### config.mk
export PLATFORM = sky130hd
export DESIGN_NAME = lock_sequencer
export DESIGN_NICKNAME = d
export VERILOG_FILES = /design/src/rtl/lock_sequencer.sv
export SDC_FILE = /design/constraint.sdc
export NUM_CORES = 1
export LEC_CHECK = 0
export ABC_AREA = 1
export CAP_MARGIN = 25
export CORE_ASPECT_RATIO = 1.5
export CORE_MARGIN = 1.5
export CORE_UTILIZATION = 51
export CTS_CLUSTER_DIAMETER = 100
export DETAILED_ROUTE_END_ITERATION = 8
export PLACE_DENSITY_LB_ADDON = 0.08
export SLEW_MARGIN = 10
export SYNTH_ARGS = -nofsm -noshare
export SYNTH_HDL_FRONTEND = slang
export SYNTH_SLANG_ARGS = --single-unit
### constraint.sdc
create_clock -name clk -period 2.2 [get_ports clk]
set_clock_uncertainty 0.15 [all_clocks]
set_input_delay 0.55 -clock clk [delete_from_list [all_inputs] [get_ports clk]]
set_output_delay 0.55 -clock clk [all_outputs]
set_load 0.01 [all_outputs]
### src/rtl/lock_sequencer.sv
// ============================================================================
// Module      : lock_sequencer
// Description : Control FSM for the switch/button combination lock. Detects
//               single-button presses, collects four BCD digits, checks them
//               against CODE, and runs the per-second countdowns for
//               auto-relock, entry timeout and lockout. Drives the display
//               mode and digit word of the seven-segment scanner.
//               Optional macro LOCK_DIGIT_MASK_EN: accepted digits are shown
//               as 4'hE in ENTRY/CHECK instead of their true value.
// Revision    : 1.0 - initial release
// ============================================================================
`default_nettype none

module lock_sequencer #(
  parameter logic [15:0] CODE         = 16'h1234,
  parameter logic [2:0]  MAX_TRIES    = 3'd3,
  parameter logic [4:0]  UNLOCK_SECS  = 5'd10,
  parameter logic [4:0]  LOCKOUT_SECS = 5'd10,
  parameter logic [4:0]  ENTRY_SECS   = 5'd10
) (
  input  logic        clk,
  input  logic        rst_n,
  input  logic        sec_tick,
  input  logic [3:0]  btns,
  input  logic [3:0]  sw,
  output logic [1:0]  disp_mode,
  output logic [15:0] disp_digits,
  output logic        unlocked,
  output logic [2:0]  fail_cnt,
  output logic [4:0]  secs_left
);

  localparam logic [2:0] S_LOCKED   = 3'd0;
  localparam logic [2:0] S_ENTRY    = 3'd1;
  localparam logic [2:0] S_CHECK    = 3'd2;
  localparam logic [2:0] S_UNLOCKED = 3'd3;
  localparam logic [2:0] S_PAUSED   = 3'd4;

  localparam logic [15:0] BLANK = 16'hFFFF;

  // Button bit positions
  localparam int B_ENTER = 0;
  localparam int B_CLEAR = 1;
  localparam int B_LOCK  = 2;
  localparam int B_START = 3;

  logic [2:0]  state_q, state_d;
  logic [3:0]  prev_btns_q;
  logic [3:0]  press_q;
  logic [15:0] buf_q, buf_d;
  logic [1:0]  pos_q, pos_d;
  logic [4:0]  secs_q, secs_d;
  logic [2:0]  fail_q, fail_d;
  logic [1:0]  disp_mode_q, disp_mode_d;
  logic [15:0] disp_digits_q, disp_digits_d;
  logic        unlocked_q, unlocked_d;

  logic [2:0]  w_fail_inc;
  logic [3:0]  w_tens;
  logic [3:0]  w_ones;
  logic [15:0] w_entry_view;

  // Press detection: a one-hot value appearing after an all-released cycle
  // yields a single-cycle press pulse, consumed by the FSM one cycle later.
  always_ff @(posedge clk or negedge rst_n) begin
    if (!rst_n) begin
      prev_btns_q <= 4'b0000;
      press_q     <= 4'b0000;
    end else begin
      prev_btns_q <= btns;
      press_q     <= ((prev_btns_q == 4'b0000) && $onehot(btns)) ? btns : 4'b0000;
    end
  end

  // State, datapath and registered outputs.
  always_ff @(posedge clk or negedge rst_n) begin
    if (!rst_n) begin
      state_q       <= S_LOCKED;
      buf_q         <= BLANK;
      pos_q         <= 2'd0;
      secs_q        <= 5'd0;
      fail_q        <= 3'd0;
      disp_mode_q   <= 2'b00;
      disp_digits_q <= BLANK;
      unlocked_q    <= 1'b0;
    end else begin
      state_q       <= state_d;
      buf_q         <= buf_d;
      pos_q         <= pos_d;
      secs_q        <= secs_d;
      fail_q        <= fail_d;
      disp_mode_q   <= disp_mode_d;
      disp_digits_q <= disp_digits_d;
      unlocked_q    <= unlocked_d;
    end
  end

  assign w_fail_inc = (fail_q == 3'd7) ? 3'd7 : fail_q + 3'd1;

  // Next-state and datapath update; a press always wins over a same-cycle tick.
  always_comb begin
    state_d = state_q;
    buf_d   = buf_q;
    pos_d   = pos_q;
    secs_d  = secs_q;
    fail_d  = fail_q;
    case (state_q)
      S_LOCKED: begin
        if (press_q[B_START]) begin
          state_d = S_ENTRY;
          buf_d   = BLANK;
          pos_d   = 2'd0;
          secs_d  = ENTRY_SECS;
        end
      end
      S_ENTRY: begin
        if (press_q[B_ENTER]) begin
          if (sw <= 4'd9) begin
            case (pos_q)
              2'd0:    buf_d[15:12] = sw;
              2'd1:    buf_d[11:8]  = sw;
              2'd2:    buf_d[7:4]   = sw;
              default: buf_d[3:0]   = sw;
            endcase
            pos_d  = pos_q + 2'd1;
            secs_d = ENTRY_SECS;
            if (pos_q == 2'd3) begin
              state_d = S_CHECK;
              pos_d   = 2'd0;
              secs_d  = 5'd0;
            end
          end
        end else if (press_q[B_CLEAR]) begin
          buf_d  = BLANK;
          pos_d  = 2'd0;
          secs_d = ENTRY_SECS;
        end else if (sec_tick) begin
          if (secs_q <= 5'd1) begin
            state_d = S_LOCKED;
            buf_d   = BLANK;
            pos_d   = 2'd0;
            secs_d  = 5'd0;
          end else begin
            secs_d = secs_q - 5'd1;
          end
        end
      end
      S_CHECK: begin
        buf_d = BLANK;
        pos_d = 2'd0;
        if (buf_q == CODE) begin
          state_d = S_UNLOCKED;
          fail_d  = 3'd0;
          secs_d  = UNLOCK_SECS;
        end else begin
          fail_d = w_fail_inc;
          if (w_fail_inc == MAX_TRIES) begin
            state_d = S_PAUSED;
            secs_d  = LOCKOUT_SECS;
          end else begin
            state_d = S_LOCKED;
            secs_d  = 5'd0;
          end
        end
      end
      S_UNLOCKED: begin
        if (press_q[B_LOCK]) begin
          state_d = S_LOCKED;
          secs_d  = 5'd0;
        end else if (sec_tick) begin
          if (secs_q <= 5'd1) begin
            state_d = S_LOCKED;
            secs_d  = 5'd0;
          end else begin
            secs_d = secs_q - 5'd1;
          end
        end
      end
      S_PAUSED: begin
        if (sec_tick) begin
          if (secs_q <= 5'd1) begin
            state_d = S_LOCKED;
            fail_d  = 3'd0;
            secs_d  = 5'd0;
          end else begin
            secs_d = secs_q - 5'd1;
          end
        end
      end
      default: begin
        state_d = S_LOCKED;
        buf_d   = BLANK;
        pos_d   = 2'd0;
        secs_d  = 5'd0;
      end
    endcase
  end

  // Output decode from the next state so registered outputs track state_q.
  always_comb begin
    disp_mode_d   = 2'b00;
    disp_digits_d = BLANK;
    unlocked_d    = 1'b0;
    w_tens        = 4'd0;
    w_ones        = 4'd0;
    w_entry_view  = buf_d;
`ifdef LOCK_DIGIT_MASK_EN
    for (int i = 0; i < 4; i++) begin
      w_entry_view[i*4 +: 4] = (buf_d[i*4 +: 4] == 4'hF) ? 4'hF : 4'hE;
    end
`endif
    if (secs_d >= 5'd30) begin
      w_tens = 4'd3;
      w_ones = 4'(secs_d - 5'd30);
    end else if (secs_d >= 5'd20) begin
      w_tens = 4'd2;
      w_ones = 4'(secs_d - 5'd20);
    end else if (secs_d >= 5'd10) begin
      w_tens = 4'd1;
      w_ones = 4'(secs_d - 5'd10);
    end else begin
      w_ones = 4'(secs_d);
    end
    case (state_d)
      S_ENTRY, S_CHECK: begin
        disp_mode_d   = 2'b01;
        disp_digits_d = w_entry_view;
      end
      S_UNLOCKED: begin
        disp_mode_d = 2'b10;
        unlocked_d  = 1'b1;
      end
      S_PAUSED: begin
        disp_mode_d   = 2'b11;
        disp_digits_d = {8'hFF, w_tens, w_ones};
      end
      default: begin
        disp_mode_d = 2'b00;
      end
    endcase
  end

  assign disp_mode   = disp_mode_q;
  assign disp_digits = disp_digits_q;
  assign unlocked    = unlocked_q;
  assign fail_cnt    = fail_q;
  assign secs_left   = secs_q;

endmodule

`default_nettype wire

==> results of run 1 <==
-- critical path: stages (launching register included) --
cell and delay (ns):
dfrtp_2 0.47, nor2_4 0.14, inv_1 0.08, nor2_4 0.11
buf_4 0.13, o21ai_0 0.16, nand3_1 0.19, nor2_2 0.07
nand2_2 0.11, ha_4 0.14, inv_2 0.03, nor2_2 0.14
nand2_1 0.09, nand2_2 0.11, inv_1 0.05, nand2_1 0.11
nand3_1 0.08, nand3_1 0.08, nand2_1 0.07
-- metal layers --
| metal | GRT usage | vias up |
|---|---|---|
| li1 | - | 1693 |
| met1 | 0.305 | 1778 |
| met2 | 0.521 | 148 |
| met3 | 0.0345 | 64 |
| met4 | 0.146 | 0 |
| met5 | 0 | - |
-- through the flow --
stage	instance area (µm²)	TNS [ns]	setup slack, ns	power, mW
after floorplan	3430	-0.206	-0.0526	2.76
after global placement	4500	-12.16	-0.666	3.73
after detailed placement	4500	-13.69	-0.746	3.79
after CTS	4800	-0.549	-0.147	4.58
after global routing	5060	-3.21	-0.500	5.35
final	5060	-1.77	-0.392	5.05
-- flip-flops by register name, summed over array words and instances (netlist names) --
register / cells
secs_left: 5
press_q: 4
buf_q: 16
pos_q: 2
state_q: 3
unlocked: 1
fail_cnt: 3
prev_btns_q: 4
disp_mode: 2
disp_digits: 16
-- power by group through the flow --
stage	clock network (mW)	registers (mW)	logic [mW]
finish	0.583	1.49	2.97
global route	0.632	1.51	3.21
CTS	0.586	1.48	2.52
detailed placement	0	1.49	2.30
global placement	0	1.48	2.25
floorplan	0	1.53	1.23
-- kinds of logic after synthesis --
kind of cell    after synthesis  share of synthesized area
xor+xnor                      1                    0.00263
simple gates                203                      0.272
fa+ha+maj                    15                     0.0586
compound gates               75                      0.140
flops                        56                      0.432
buf+inv                      82                     0.0942
-- final cells by class --
cell class	instances	area share
multi-input combinational	294	0.390
sequential	56	0.286
clock inverter	2	0.00297
clock buffer	6	0.0143
inverter	74	0.0578
tap	74	0.0183
timing repair buffer	139	0.231
-- layout by cell type, fill, tap and decap left out, drive strengths merged --
| master | n |
|---|---|
| dfrtp | 24 |
| nor4 | 1 |
| a31o | 1 |
| o22ai | 13 |
| and3 | 1 |
| fa | 1 |
| nor2 | 54 |
| clkdlybuf4s15 | 2 |
| nand4 | 4 |
| nand2 | 87 |
| a21oi | 11 |
| o21ai | 32 |
| nor3 | 3 |
| xor2 | 1 |
| dfstp | 32 |
| nand3 | 44 |
| o221ai | 13 |
| clkbuf | 8 |
| inv | 74 |
| or2 | 9 |
| ha | 14 |
| o21bai | 1 |
| a21boi | 1 |
| dlygate4sd2 | 4 |
| buf | 103 |
| clkinv | 2 |
| clkdlybuf4s50 | 28 |
| o211ai | 3 |
-- repair_timing --
action | CTS | global route
gates resized for setup | 42 | 67
setup buffers | 14 | 4
pin swaps | 23 | 36
setup endpoints to repair | 22 | 21
-- worst max-delay path by stage --
stage / to / start
global placement: disp_digits[5] / sec_tick
finish: disp_digits[1] / state_q[0]
global route: disp_digits[1] / state_q[0]
floorplan: disp_digits[2] / secs_left[1]
CTS: disp_digits[5] / buf_q[2]
detailed placement: disp_digits[5] / sec_tick
==> impl_results.md, run 1 <==
* Distinct cell type count after synthesis at 34
* WHS at 0.0221 ns
* Slew @ Worst Pin at 0.548 ns
* Violated checks: setup timing
* CP Capture Type: register
* Setup slack after layout at -0.392 ns
* Register area share after synthesis at 0.432
* R2R Path End: disp_digits[1]
* Worst flop-to-flop path startpoint: state_q[0]
* Yosys Warn Count at 0
* I/O Buffers at 37
* Iter 0 DRT Violations at 324
* Synth Cell Area at 0.00333 mm²
* Critical Setup Path Class: register to register
* Post-Place Cells at 619
* Fin crit period at 2.59 ns
* Sw frac at 0.408
* Hold-fix buffers at CTS at 0
* Register area at 0.00145 mm²
* Clock share of power at 0.116
* Slew margin rel. at 0.634
* Area grow syn2layout at 51.9%
* Combinational Power Share at 0.589
* Total grt overflow at 0
* Fmax at 0.386 GHz
* Final Max Tran Viols at 0
* Count leader, synth: nand2_1
* I/O pin cnt at 38
* Critical path peak fanout at 4
* Cts bufs inserted at 5
* Largest net degree at the start of global routing at 23
* Via density at 5.71
* Worst Hold Class: input port to asynchronous set/reset pin
* Clk slew on worst S/H paths at 0.11 ns
* Mapped Cells at 432
* Post-synth net total at 458
* Internal power at 2.99 mW
* Die Width at 69.0 µm
* Vias in the first global route at 3562
* Remaining DRCs at 0
* CP arrival at 2.69 ns
* Top-area cell type share of the netlist area at 0.252
* Largest cells by area after synthesis: dfstp_2, dfrtp_1, nand2_1, inv_1, nand3_1
* CTS HTree Levels at 2
* Net count, final at 596
* CTS tree: done
* Met2 routed WL at 5740 µm
* CTS root buf: clkbuf_8
* LEAKAGE at 2.40 nW
* Area of the multi-input gates at 0.00197 mm²
* Hold Fails Final Rpt at 0
* Die extent in y at 102 µm
* Post-Syn Area per Cell at 7.72 µm²
* Final core utilization at 0.814
* Post-Route WL at 10600 µm
* DR top layer: met4
* Clk buf depth at 2
* GR Util All Layers at 0.277
* Power density over the cells at 997 mW/mm²
* Reg2Reg Depth at 18
* Unrepaired setup endpoints after global routing: yes
* Routed WL per cell at 16.4 µm
* Max-cap violations at 0
* Peak VDD IR at 1.29 mV
* Met1 Wirelength at 3760 µm
* Most frequent cells after synthesis: nand2_1, inv_1, nor2_1
* Final setup vio count at 13
* Tcrit/Tclk final at 1.18
* Die ar. at 0.00704 mm²
* Vias at 3683
* Net load switching power at 2.06 mW
* Initial antenna violation count at 0
* Synth Register Bits at 56
* Antenna-violating nets left at 0
* Fraction of layout cells with a size suffix above 1 at 0.443
* EDFF count, synth at 0
* # fillers at 374
* CP startpoint kind: register
* Met3 WL at 465 µm
* Gpl congestion at 0.908
* Leading area contributor after synthesis: dfstp_2
* Async set-reset flop share out of synthesis at 1.00
* Required @ worst endpoint at 2.29 ns
* Fin cells at 645
* First-pass GRT wire length at 15900 µm
* Clock Sinks at 56
* Main flop type after synthesis: dfstp_2
* Row count at 35
* Starting Density at 0.536
* ANT cells at 0
* R2r setup slk at -0.39 ns
* Drt first pass iters at 5
* Core box area at 0.00622 mm²
* DPL Wire Length at 6860 µm
* Outcome: finished with violations
* Seq pwr share at 0.295
* Clk_lat worst skew at 0.32 ns
No activity file was read; power rests on OpenSTA's default activity.
==> run 2: changes to the inputs <==
- CORE_ASPECT_RATIO: 1.5 -> unset
- SKIP_LAST_GASP: unset -> 1
==> impl_results.md, run 2 (synthesis gave the netlist of run 1 again) <==
* Outcome: finished with violations
* Violated checks: setup timing
* CTS tree: done
* Worst Setup EP: disp_digits[5]
* Commonest non-fill, non-tap cell in the layout: buf_4
* CP Capture Type: register
* GR Util All Layers at 0.263 (-0.0149)
* CP startpoint: secs_left[1]
* Antenna-violating nets left at 0 (unchanged)
* Power density over the cells at 962 mW/mm² (-3.5%)
* R2R Path End: disp_digits[5]
* Tcrit/Tclk final at 1.07 (-0.112)
* Gpl congestion at 0.888 (-2.2%)
* CP arrival at 2.45 ns (-0.24 ns)
* Setup slack after layout at -0.146 ns (+0.246 ns)
* Vias at 3427 (-7.0%)
* Critical path peak fanout at 3 (-1)
* WHS at 0.0750 ns (+0.0529 ns)
* Max-cap violations at 0 (unchanged)
* I/O pin cnt at 38 (unchanged)
* Drt first pass iters at 4 (-1)
* Clk buf depth at 2 (unchanged)
* Clk slew on worst S/H paths at 0.10 ns (about the same)
* Required @ worst endpoint at 2.30 ns (about the same)
* Routed WL per cell at 14.0 µm (-15%)
* Final Max Tran Viols at 0 (unchanged)
* Hold Fails Final Rpt at 0 (unchanged)
* Fraction of layout cells with a size suffix above 1 at 0.400 (-0.0434)
* Sw frac at 0.387 (-0.0214)
* Hold-fix buffers at CTS at 0 (unchanged)
* Pre-CTS setup slack at -0.740 ns (+0.00609 ns)
* CTS root buf: clkbuf_8
* CTS HTree Levels at 2 (unchanged)
* Fin cells at 650 (+0.78%)
* I/O Buffers at 37 (unchanged)
* Fin crit period at 2.35 ns (-0.246 ns)
* Clk_lat worst skew at 0.31 ns (about the same)
* Via density at 5.27 (-7.7%)
* Post-Route WL at 9100 µm (-14%)
* Fmax at 0.426 GHz (+10%)
* Reg2Reg Depth at 18 (unchanged)
* Cts bufs inserted at 5 (unchanged)
* Area grow syn2layout at 47.4%
* Register area at 0.00145 mm² (about the same)
* Final setup vio count at 5 (-8)
* Area of the multi-input gates at 0.00183 mm² (-7.2%)
* Seq pwr share at 0.312 (+0.017)
* Remaining DRCs at 0 (unchanged)
* Iter 0 DRT Violations at 170 (-48%)
* Most frequent cells in the layout: buf_4, nand2_1, inv_1, nor2_1, nand3_1
* ANT cells at 0 (unchanged)
* Post-Place Cells at 624 (+0.81%)
* Clock Sinks at 56 (unchanged)
* Internal power at 2.90 mW (-2.9%)
* Initial antenna violation count at 0 (unchanged)
* LEAKAGE at 2.38 nW (-0.83%)
* Total grt overflow at 0 (unchanged)
* Core box area at 0.00635 mm² (+2.1%)
* Row count at 29 (-17%)
* Net count, final at 598 (+0.34%)
* Die Width at 83.8 µm (+21%)
* Critical Setup Path Class: register to register
* R2r setup slk at -0.15 ns (+0.25 ns)
* Combinational Power Share at 0.567 (-0.022)
* Starting Density at 0.525 (-0.0111)
* Slew @ Worst Pin at 0.475 ns (-0.0738 ns)
* First-pass GRT wire length at 15000 µm (-5.3%)
* Die extent in y at 83.8 µm (-18%)
* # fillers at 459 (+23%)
* Worst Hold Class: input port to asynchronous set/reset pin
* Unrepaired setup endpoints after global routing: yes
* Worst flop-to-flop path startpoint: secs_left[1]
* Net load switching power at 1.83 mW (-11%)
* Slew margin rel. at 0.683 (+0.0493)
* Sum Neg Setup Slack at -0.666 ns (+1.10 ns)
* Clock share of power at 0.122 (+0.006)
* Vias in the first global route at 3355 (-5.8%)
* Peak VDD IR at 0.820 mV (-37%)
* Die ar. at 0.00703 mm² (-0.14%)
* DPL Wire Length at 6580 µm (-4.1%)
* Largest net degree at the start of global routing at 57 (+150%)
* CP startpoint kind: register
[run 2: cell count changes in the layout (fill, tap and decap cells not counted), sizes merged]
cell and delta:
clkdlybuf4s50 +1, buf +2, clkdlybuf4s15 -1
[run 2: through the flow]
step | util | area, µm² | total power, mW
5_1_grt | 0.774 | 4910 | 5.07
4_1_cts | 0.755 | 4790 | 4.61
3_5_place_dp | 0.710 | 4510 | 3.82
6_report | 0.774 | 4910 | 4.73
2_1_floorplan | - | 3430 | 2.76
3_3_place_gp | 0.710 | 4510 | 3.78
[run 2: repair_timing]
action | 4_1_cts | 5_1_grt
pin swaps | 32 | 33
gates resized for setup | 42 | 28
buffers inserted | 12 | 7
endpoints found under the setup margin | 21 | 20
[run 2: power by group through the flow]
stage	clock network (mW)	logic (mW)	registers, mW
after floorplan	0	1.23	1.53
after detailed placement	0	2.33	1.49
final	0.575	2.68	1.47
after CTS	0.593	2.55	1.47
after global placement	0	2.29	1.48
after global routing	0.637	2.94	1.49
[run 2: layout make-up]
class,instances,area share
Multi-Input combinational cell,294,0.373
Clock buffer,6,0.0148
Inverter,74,0.0581
Clock inverter,2,0.00306
Timing Repair Buffer,141,0.237
Sequential cell,56,0.294
Tap cell,77,0.0196
[run 2: metal layers]
layer / global-route usage / part of all wire / vias to the layer above
met2: 0.466 / 0.50 / 81
met4: 0.109 / 0.030 / 0
met5: 0 / 0 / -
li1: - / - / 1690
met3: 0.0356 / 0.032 / 33
met1: 0.321 / 0.43 / 1623
[run 2: worst max-delay path, cell delays in order, from the launching register on]
cell	delay (ns)
dfrtp_2	0.45
inv_4	0.09
buf_6	0.10
ha_4	0.19
a21oi_4	0.17
nand2_1	0.07
nand2_1	0.07
nand3_2	0.09
nand2_4	0.10
inv_4	0.05
ha_4	0.15
nand3_2	0.07
nand2_2	0.06
nor2_2	0.09
nor2_2	0.07
nor2_2	0.12
nand2_1	0.09
o21ai_1	0.08
inv_1	0.05
[run 2: how the worst min path moves through the flow]
stage | start | to | slack, ns | depth (start not counted)
6_report | rst_n | disp_mode[0] | 0.08 | 2
5_1_grt | rst_n | disp_mode[1] | 0.09 | 2
4_1_cts | rst_n | pos_q[0] | 0.08 | 2
3_5_place_dp | rst_n | state_q[1] | 0.42 | 2
3_3_place_gp | rst_n | state_q[0] | 0.42 | 2
2_1_floorplan | rst_n | disp_mode[0] | 0.10 | 0
